File: config.mk
export PLATFORM = sky130hd
export DESIGN_NAME = pmem_line_responder
export DESIGN_NICKNAME = d
export VERILOG_FILES = /design/src/rtl/pmem_line_responder_pkg.sv /design/src/rtl/pmem_line_array.sv /design/src/rtl/pmem_line_responder.sv
export SDC_FILE = /design/constraint.sdc
export NUM_CORES = 2
export LEC_CHECK = 0
export CORE_UTILIZATION = 45
export CTS_CLUSTER_DIAMETER = 120
export DETAILED_ROUTE_END_ITERATION = 16
export GPL_TIMING_DRIVEN = 0
export MAX_ROUTING_LAYER = met4
export PLACE_DENSITY = 0.62
export SYNTH_ARGS = -nofsm -noshare
export SYNTH_HDL_FRONTEND = slang
export SYNTH_SLANG_ARGS = --single-unit
export TNS_END_PERCENT = 30
File: constraint.sdc
create_clock -name clk -period 18.28 [get_ports clk]
set_input_delay 3.656 -clock clk [delete_from_list [all_inputs] [get_ports clk]]
set_output_delay 3.656 -clock clk [all_outputs]
set_load 0.05 [all_outputs]
File: src/rtl/pmem_line_responder_pkg.sv
// Shared types for the pmem line responder: FSM states, operation kind,
// line-offset width and the latency counter type.
package pmem_line_responder_pkg;

  localparam int unsigned PMEM_OFFSET_BITS = 5;
  localparam int unsigned PMEM_ADDR_BITS   = 32;
  localparam int unsigned PMEM_CNT_BITS    = 8;

  typedef logic [PMEM_CNT_BITS-1:0] pmem_cnt_t;

  typedef enum logic [1:0] {
    IDLE,
    BUSY,
    RESP,
    RECOVER
  } pmem_resp_states;

  typedef enum logic {
    OP_READ,
    OP_WRITE
  } pmem_op_t;

endpackage

File: src/rtl/pmem_line_array.sv
// Single-port cacheline storage, 2**IDX_BITS lines of LINE_BITS.
// Ports: clk, reset (sync, active-high, clears only the read register),
//        we/re (write/read enables), idx (line index), wdata (line in),
//        rdata (registered line out, holds between reads).
module pmem_line_array #(
  parameter int unsigned LINE_BITS = 256,
  parameter int unsigned IDX_BITS  = 4
) (
  input  logic                 clk,
  input  logic                 reset,
  input  logic                 we,
  input  logic                 re,
  input  logic [IDX_BITS-1:0]  idx,
  input  logic [LINE_BITS-1:0] wdata,
  output logic [LINE_BITS-1:0] rdata
);

  localparam int unsigned DEPTH = 2 ** IDX_BITS;

  logic [LINE_BITS-1:0] mem [DEPTH];

  // Storage is never cleared; contents survive reset.
  always_ff @(posedge clk) begin
    if (we) begin
      mem[idx] <= wdata;
    end
  end

  // Registered read port.
  always_ff @(posedge clk) begin
    if (reset) begin
      rdata <= '0;
    end else if (re) begin
      rdata <= mem[idx];
    end
  end

endmodule

File: src/rtl/pmem_line_responder.sv
// Fixed-latency physical-memory responder for 256-bit cacheline traffic.
// Ports: clk, reset (sync, active-high), pmem_read/pmem_write (requests held
//        until pmem_resp), pmem_address (byte address, index from [5 +: IDX_BITS]),
//        pmem_wdata, pmem_rdata (registered, updated only by reads),
//        pmem_resp (one-cycle strobe), proto_err (sticky protocol flag).
// Build option: define PMEM_PROTOCOL_CHECK_EN to enable the protocol checker;
//        otherwise proto_err is tied low.
module pmem_line_responder
  import pmem_line_responder_pkg::*;
#(
  parameter int unsigned LINE_BITS     = 256,
  parameter int unsigned IDX_BITS      = 4,
  parameter int unsigned READ_LATENCY  = 4,
  parameter int unsigned WRITE_LATENCY = 6
) (
  input  logic                      clk,
  input  logic                      reset,
  input  logic                      pmem_read,
  input  logic                      pmem_write,
  input  logic [PMEM_ADDR_BITS-1:0] pmem_address,
  input  logic [LINE_BITS-1:0]      pmem_wdata,
  output logic [LINE_BITS-1:0]      pmem_rdata,
  output logic                      pmem_resp,
  output logic                      proto_err
);

  localparam pmem_cnt_t RD_CNT_INIT = pmem_cnt_t'(READ_LATENCY - 1);
  localparam pmem_cnt_t WR_CNT_INIT = pmem_cnt_t'(WRITE_LATENCY - 1);
  localparam bit        RD_DIRECT   = (READ_LATENCY == 1);
  localparam bit        WR_DIRECT   = (WRITE_LATENCY == 1);

  pmem_resp_states      state, next_state;
  pmem_cnt_t            cnt_q, cnt_d;
  pmem_op_t             op_q;
  logic [IDX_BITS-1:0]  idx_q;
  logic [LINE_BITS-1:0] wdata_q;
  logic                 resp_q;

  logic [IDX_BITS-1:0]  req_idx_c;
  logic                 accept_c;
  pmem_op_t             op_in_c;
  logic                 arr_we_c, arr_re_c;
  logic [IDX_BITS-1:0]  arr_idx_c;
  logic                 addr_unused;

  assign req_idx_c   = pmem_address[PMEM_OFFSET_BITS +: IDX_BITS];
  assign accept_c    = (state == IDLE) && (pmem_read || pmem_write);
  assign op_in_c     = pmem_write ? OP_WRITE : OP_READ;
  assign addr_unused = ^{pmem_address[PMEM_ADDR_BITS-1:PMEM_OFFSET_BITS+IDX_BITS],
                         pmem_address[PMEM_OFFSET_BITS-1:0]};

  // Next-state and latency counter.
  always_comb begin
    next_state = state;
    cnt_d      = cnt_q;
    case (state)
      IDLE: begin
        if (pmem_write) begin
          cnt_d      = WR_CNT_INIT;
          next_state = WR_DIRECT ? RESP : BUSY;
        end else if (pmem_read) begin
          cnt_d      = RD_CNT_INIT;
          next_state = RD_DIRECT ? RESP : BUSY;
        end
      end
      BUSY: begin
        if (cnt_q <= pmem_cnt_t'(1)) begin
          next_state = RESP;
        end else begin
          cnt_d = cnt_q - pmem_cnt_t'(1);
        end
      end
      RESP:    next_state = RECOVER;
      RECOVER: next_state = IDLE;
      default: next_state = IDLE;
    endcase
  end

  // State, counter and the registered response strobe.
  always_ff @(posedge clk) begin
    if (reset) begin
      state  <= IDLE;
      cnt_q  <= '0;
      resp_q <= 1'b0;
    end else begin
      state  <= next_state;
      cnt_q  <= cnt_d;
      resp_q <= (next_state == RESP);
    end
  end

  // Request latches, captured once at acceptance.
  always_ff @(posedge clk) begin
    if (accept_c) begin
      op_q    <= op_in_c;
      idx_q   <= req_idx_c;
      wdata_q <= pmem_wdata;
    end
  end

  // In IDLE the live index feeds the array so a latency-1 read lands in RESP.
  always_comb begin
    arr_idx_c = (state == IDLE) ? req_idx_c : idx_q;
    arr_we_c  = (state == RESP) && (op_q == OP_WRITE) && !reset;
    arr_re_c  = (next_state == RESP) && !reset &&
                (((state == IDLE) && (op_in_c == OP_READ)) ||
                 ((state != IDLE) && (op_q == OP_READ)));
  end

  pmem_line_array #(
    .LINE_BITS (LINE_BITS),
    .IDX_BITS  (IDX_BITS)
  ) u_array (
    .clk   (clk),
    .reset (reset),
    .we    (arr_we_c),
    .re    (arr_re_c),
    .idx   (arr_idx_c),
    .wdata (wdata_q),
    .rdata (pmem_rdata)
  );

  assign pmem_resp = resp_q;

`ifdef PMEM_PROTOCOL_CHECK_EN
  localparam int unsigned TAG_BITS = PMEM_ADDR_BITS - PMEM_OFFSET_BITS;

  logic [TAG_BITS-1:0] line_q;
  logic                both_c, drop_c, chg_c;
  logic                err_q;

  always_ff @(posedge clk) begin
    if (accept_c) begin
      line_q <= pmem_address[PMEM_ADDR_BITS-1:PMEM_OFFSET_BITS];
    end
  end

  // Violation detect: dual request at acceptance, or any request drift while busy.
  always_comb begin
    both_c = 1'b0;
    drop_c = 1'b0;
    chg_c  = 1'b0;
    if (state == IDLE) begin
      both_c = pmem_read && pmem_write;
    end
    if (state == BUSY) begin
      drop_c = (op_q == OP_WRITE) ? !pmem_write : !pmem_read;
      chg_c  = (line_q != pmem_address[PMEM_ADDR_BITS-1:PMEM_OFFSET_BITS]) ||
               ((op_q == OP_WRITE) ? pmem_read : pmem_write);
    end
  end

  always_ff @(posedge clk) begin
    if (reset) begin
      err_q <= 1'b0;
    end else if (both_c || drop_c || chg_c) begin
      err_q <= 1'b1;
    end
  end

`ifndef SYNTHESIS
  always @(posedge clk) begin
    if (!reset) begin
      if (both_c) $error("pmem protocol: read and write both high at acceptance");
      if (drop_c) $error("pmem protocol: request dropped while busy");
      if (chg_c)  $error("pmem protocol: address or request type changed while busy");
    end
  end
`endif

  assign proto_err = err_q;
`else
  assign proto_err = 1'b0;
`endif

endmodule

==> run summary <==
final worst path period share -> 52.6%
Critical Path RT -> 18.94 ns
top cell type's share of synthesized area -> 79.6%
antenna-violating nets left -> 0
most frequent CP cell -> buf_12
Worst Clk Skew -> 0.0507 ns
Setup CP Type -> in2reg
area of the mapped netlist -> 164000 µm²
total global-route track usage -> 29.8%
die span in y -> 606 µm
fraction of registers with async set/reset -> 0%
sequential fraction of the synthesis area -> 82.9%
data arrival time of the worst path -> 10.29 ns
P&R area growth vs syn -> 19.1%
initial drt markers -> 16200
most common cell in the netlist -> edfxtp_1
Int Power -> 20.1 mW
largest net degree at the start of global routing -> 80
CTS resizes -> 0
Syn Nets -> 9509
Reg clk slew, reported paths -> 0.06 ns
Crit path max-delay family -> buffers and inverters
dominant cell type by area after synthesis -> edfxtp_1
Reg area -> 136000 µm²
PD cells -> 158 nW/µm²
Clock Power Share -> 30.1%
design area -> 196000 µm²
Initial Util -> 45.3%
synth top area cells -> edfxtp_1, a22oi_1, dfxtp_1
Post-synth EDFFs -> 4357
# DRC -> 0
Min Hold Slack -> 0.499 ns
Fmax -> 104 MHz
multi-input logic area -> 25700 µm²
antenna violations before repair -> 36
met2 wire len -> 248 mm
Top FF cell, synth -> edfxtp_1
Slew headroom -> -1.44%
Placed Area -> 181000 µm²
cts hold-fix bufs -> 0
GRT overflow -> 0
CTS root buf -> clkbuf_16
switching part of the total -> 34.9%
largest fanout on the critical path -> 19
max-cap violations -> 3
FF+latch count, synth -> 4624
Die W -> 606 µm
Final Hold Viols -> 0
Cell Rows -> 221
utilization after layout -> 53.9%
first-pass GRT wire length -> 742 mm
Initial DRT Pass Iterations -> 8
Cells after Synth -> 9215
M1 wire length -> 203 mm
top cells by instance count after synthesis -> edfxtp_1, a22oi_1, a21oi_1, clkbuf_1, nor2_1
drt wl/cell -> 34.8 µm
Comb pwr share -> 25.1%
vias in the first global route -> 95900
Via density -> 6.39
Place WS -> 7.94 ns
dpl cells -> 14800
slowest stage cell, crit path -> clkbuf_1
Buffers on Ports -> 520
CP Launch Type -> input port
fraction of layout cells with a size suffix above 1 -> 9.97%
Mean Syn Cell Area -> 17.8 µm²
Setup TNS -> 0 ns
min Tclk post-route -> 9.62 ns
CTS tree -> yes
buffer count from post-CTS setup fixing -> 0
final std cells w/o fill -> 15600
routability cong. -> 0.806
final worst slack -> 8.66 ns
Clk Latency, worst-skew pair -> 1.02 ns
NumNets Final -> 10700
worst-margin pin slew -> 1.51 ns
max-slew violations -> 13
leakage power -> 59.6 nW
H-tree level count -> 5
failing checks -> max-capacitance violations, max-slew violations
Via Count -> 99900
HPWL after DPL -> 347 mm
total die area -> 368000 µm²
Tot Pwr -> 30.9 mW
Final setup viols -> 0
Clock Path Buffers -> 4
register share of total power -> 44.8%
slowest cell delay on critical path -> 1.11 ns
drt total wl -> 544 mm
highest metal used -> met4
VDD IR max -> 0.142 mV
CP Capture Type -> flip-flop
synth warn -> 0
post-synthesis cell type count -> 34
Top Ports -> 550
Buf/Inv on CP -> 8
Hold Path Class -> reg2reg
RSZ-0062 raised after global routing -> no
status -> finished with violations
NetSw -> 10.8 mW
R2R setup slack -> 11.08 ns
cts bufs inserted -> 452
Core Area -> 363000 µm²
Sink Count -> 4624
met3 wire length -> 62.6 mm
CP cell instances -> clkdlybuf4s50_1, nand2_1, mux2i_2, clkbuf_1, clkbuf_1, buf_1, nand2_1, nor2_4, buf_12, buf_12, buf_12, buf_12
# fillers -> 28100
[registers in the layout, summed over array words and instances (netlist names)]
| name | cells |
|---|---|
| u_array.mem | 4096 |
| u_array.rdata | 256 |
| wdata_q | 256 |
| cnt_q | 8 |
| idx_q | 4 |
| state | 2 |
| op_q | 1 |
| pmem_resp | 1 |
[worst reg2reg max path: cells and delay by family (launching register included)]
kind	cells	cell delay [ns]
multiplexers	1	0.61
AND/OR/NAND/NOR	3	1.86
flip-flops	1	0.35
buffers and inverters	7	4.02
[metal layers]
| layer | up-vias | global-route usage (%) |
|---|---|---|
| li1 | 40700 | - |
| met1 | 51100 | 38.9 |
| met2 | 7016 | 44.8 |
| met3 | 1084 | 6.09 |
| met4 | 0 | 14.3 |
| met5 | - | - |
[cells in the final DEF (no fill, tap or decap), types with 10 or more instances in the layout]
cell type,Yosys,routed
clkdlybuf4s50_1,0,520
inv_6,0,10
clkinv_1,0,75
nor4_1,257,257
edfxtp_1,4357,4357
nand2_1,10,10
clkbuf_2,0,37
clkbuf_8,0,42
clkinv_2,0,78
buf_16,0,39
clkinvlp_4,0,25
dfxtp_1,267,267
a211oi_1,258,258
diode_2,0,26
a22oi_1,2048,2048
bufinv_16,0,37
nor2_4,0,16
buf_2,102,103
nor2_1,287,271
buf_1,65,64
clkbuf_1,485,551
buf_12,0,190
clkbuf_16,0,458
a21oi_1,1029,1029
[area by class of cell]
type	count	area share [%]
clock buffers	603	6.35
plain buffers	653	1.34
repair buffers	759	5.22
multi-input cells	3932	13.1
inverters	6	0.0153
flip-flops and latches	4624	69.6
clock inverters	247	1.24
well taps	4794	3.07
diodes	26	0.0333
[kinds of logic (layout without fill, tap and decap cells)]
family,count (synthesis),in the layout,synth area share [%]
XOR/XNOR,4,4,0.0213
AO/OA/AOI/OAI,3349,3349,13.7
flip-flops,4624,4624,82.9
other,1,27,0.00228
multiplexers,1,1,0.00609
adder cells (fa/ha/maj),2,2,0.0152
buffers and inverters,659,2268,1.59
AND/OR/NAND/NOR,575,575,1.75
[power groups by stage]
stage                     registers [mW]  clock network, mW  logic, mW
after floorplan                     14.1                  0       3.48
after global placement              14.2                  0       7.44
after detailed placement            14.0                  0       7.61
after CTS                           13.8               9.37       7.64
after global routing                13.9               9.77       8.03
final                               13.9               9.33       7.76
[path summary, 6_finish.rpt]
check	start	endpoint	cells past startpoint
max	pmem_address[6]	u_array.mem[7][252]	12
min	u_array.rdata[245]	u_array.rdata[245]	2
max reg2reg	state[0]	u_array.mem[7][252]	11
min reg2reg	u_array.rdata[245]	u_array.rdata[245]	2
Note: power is estimated with default switching activity, not from simulation.
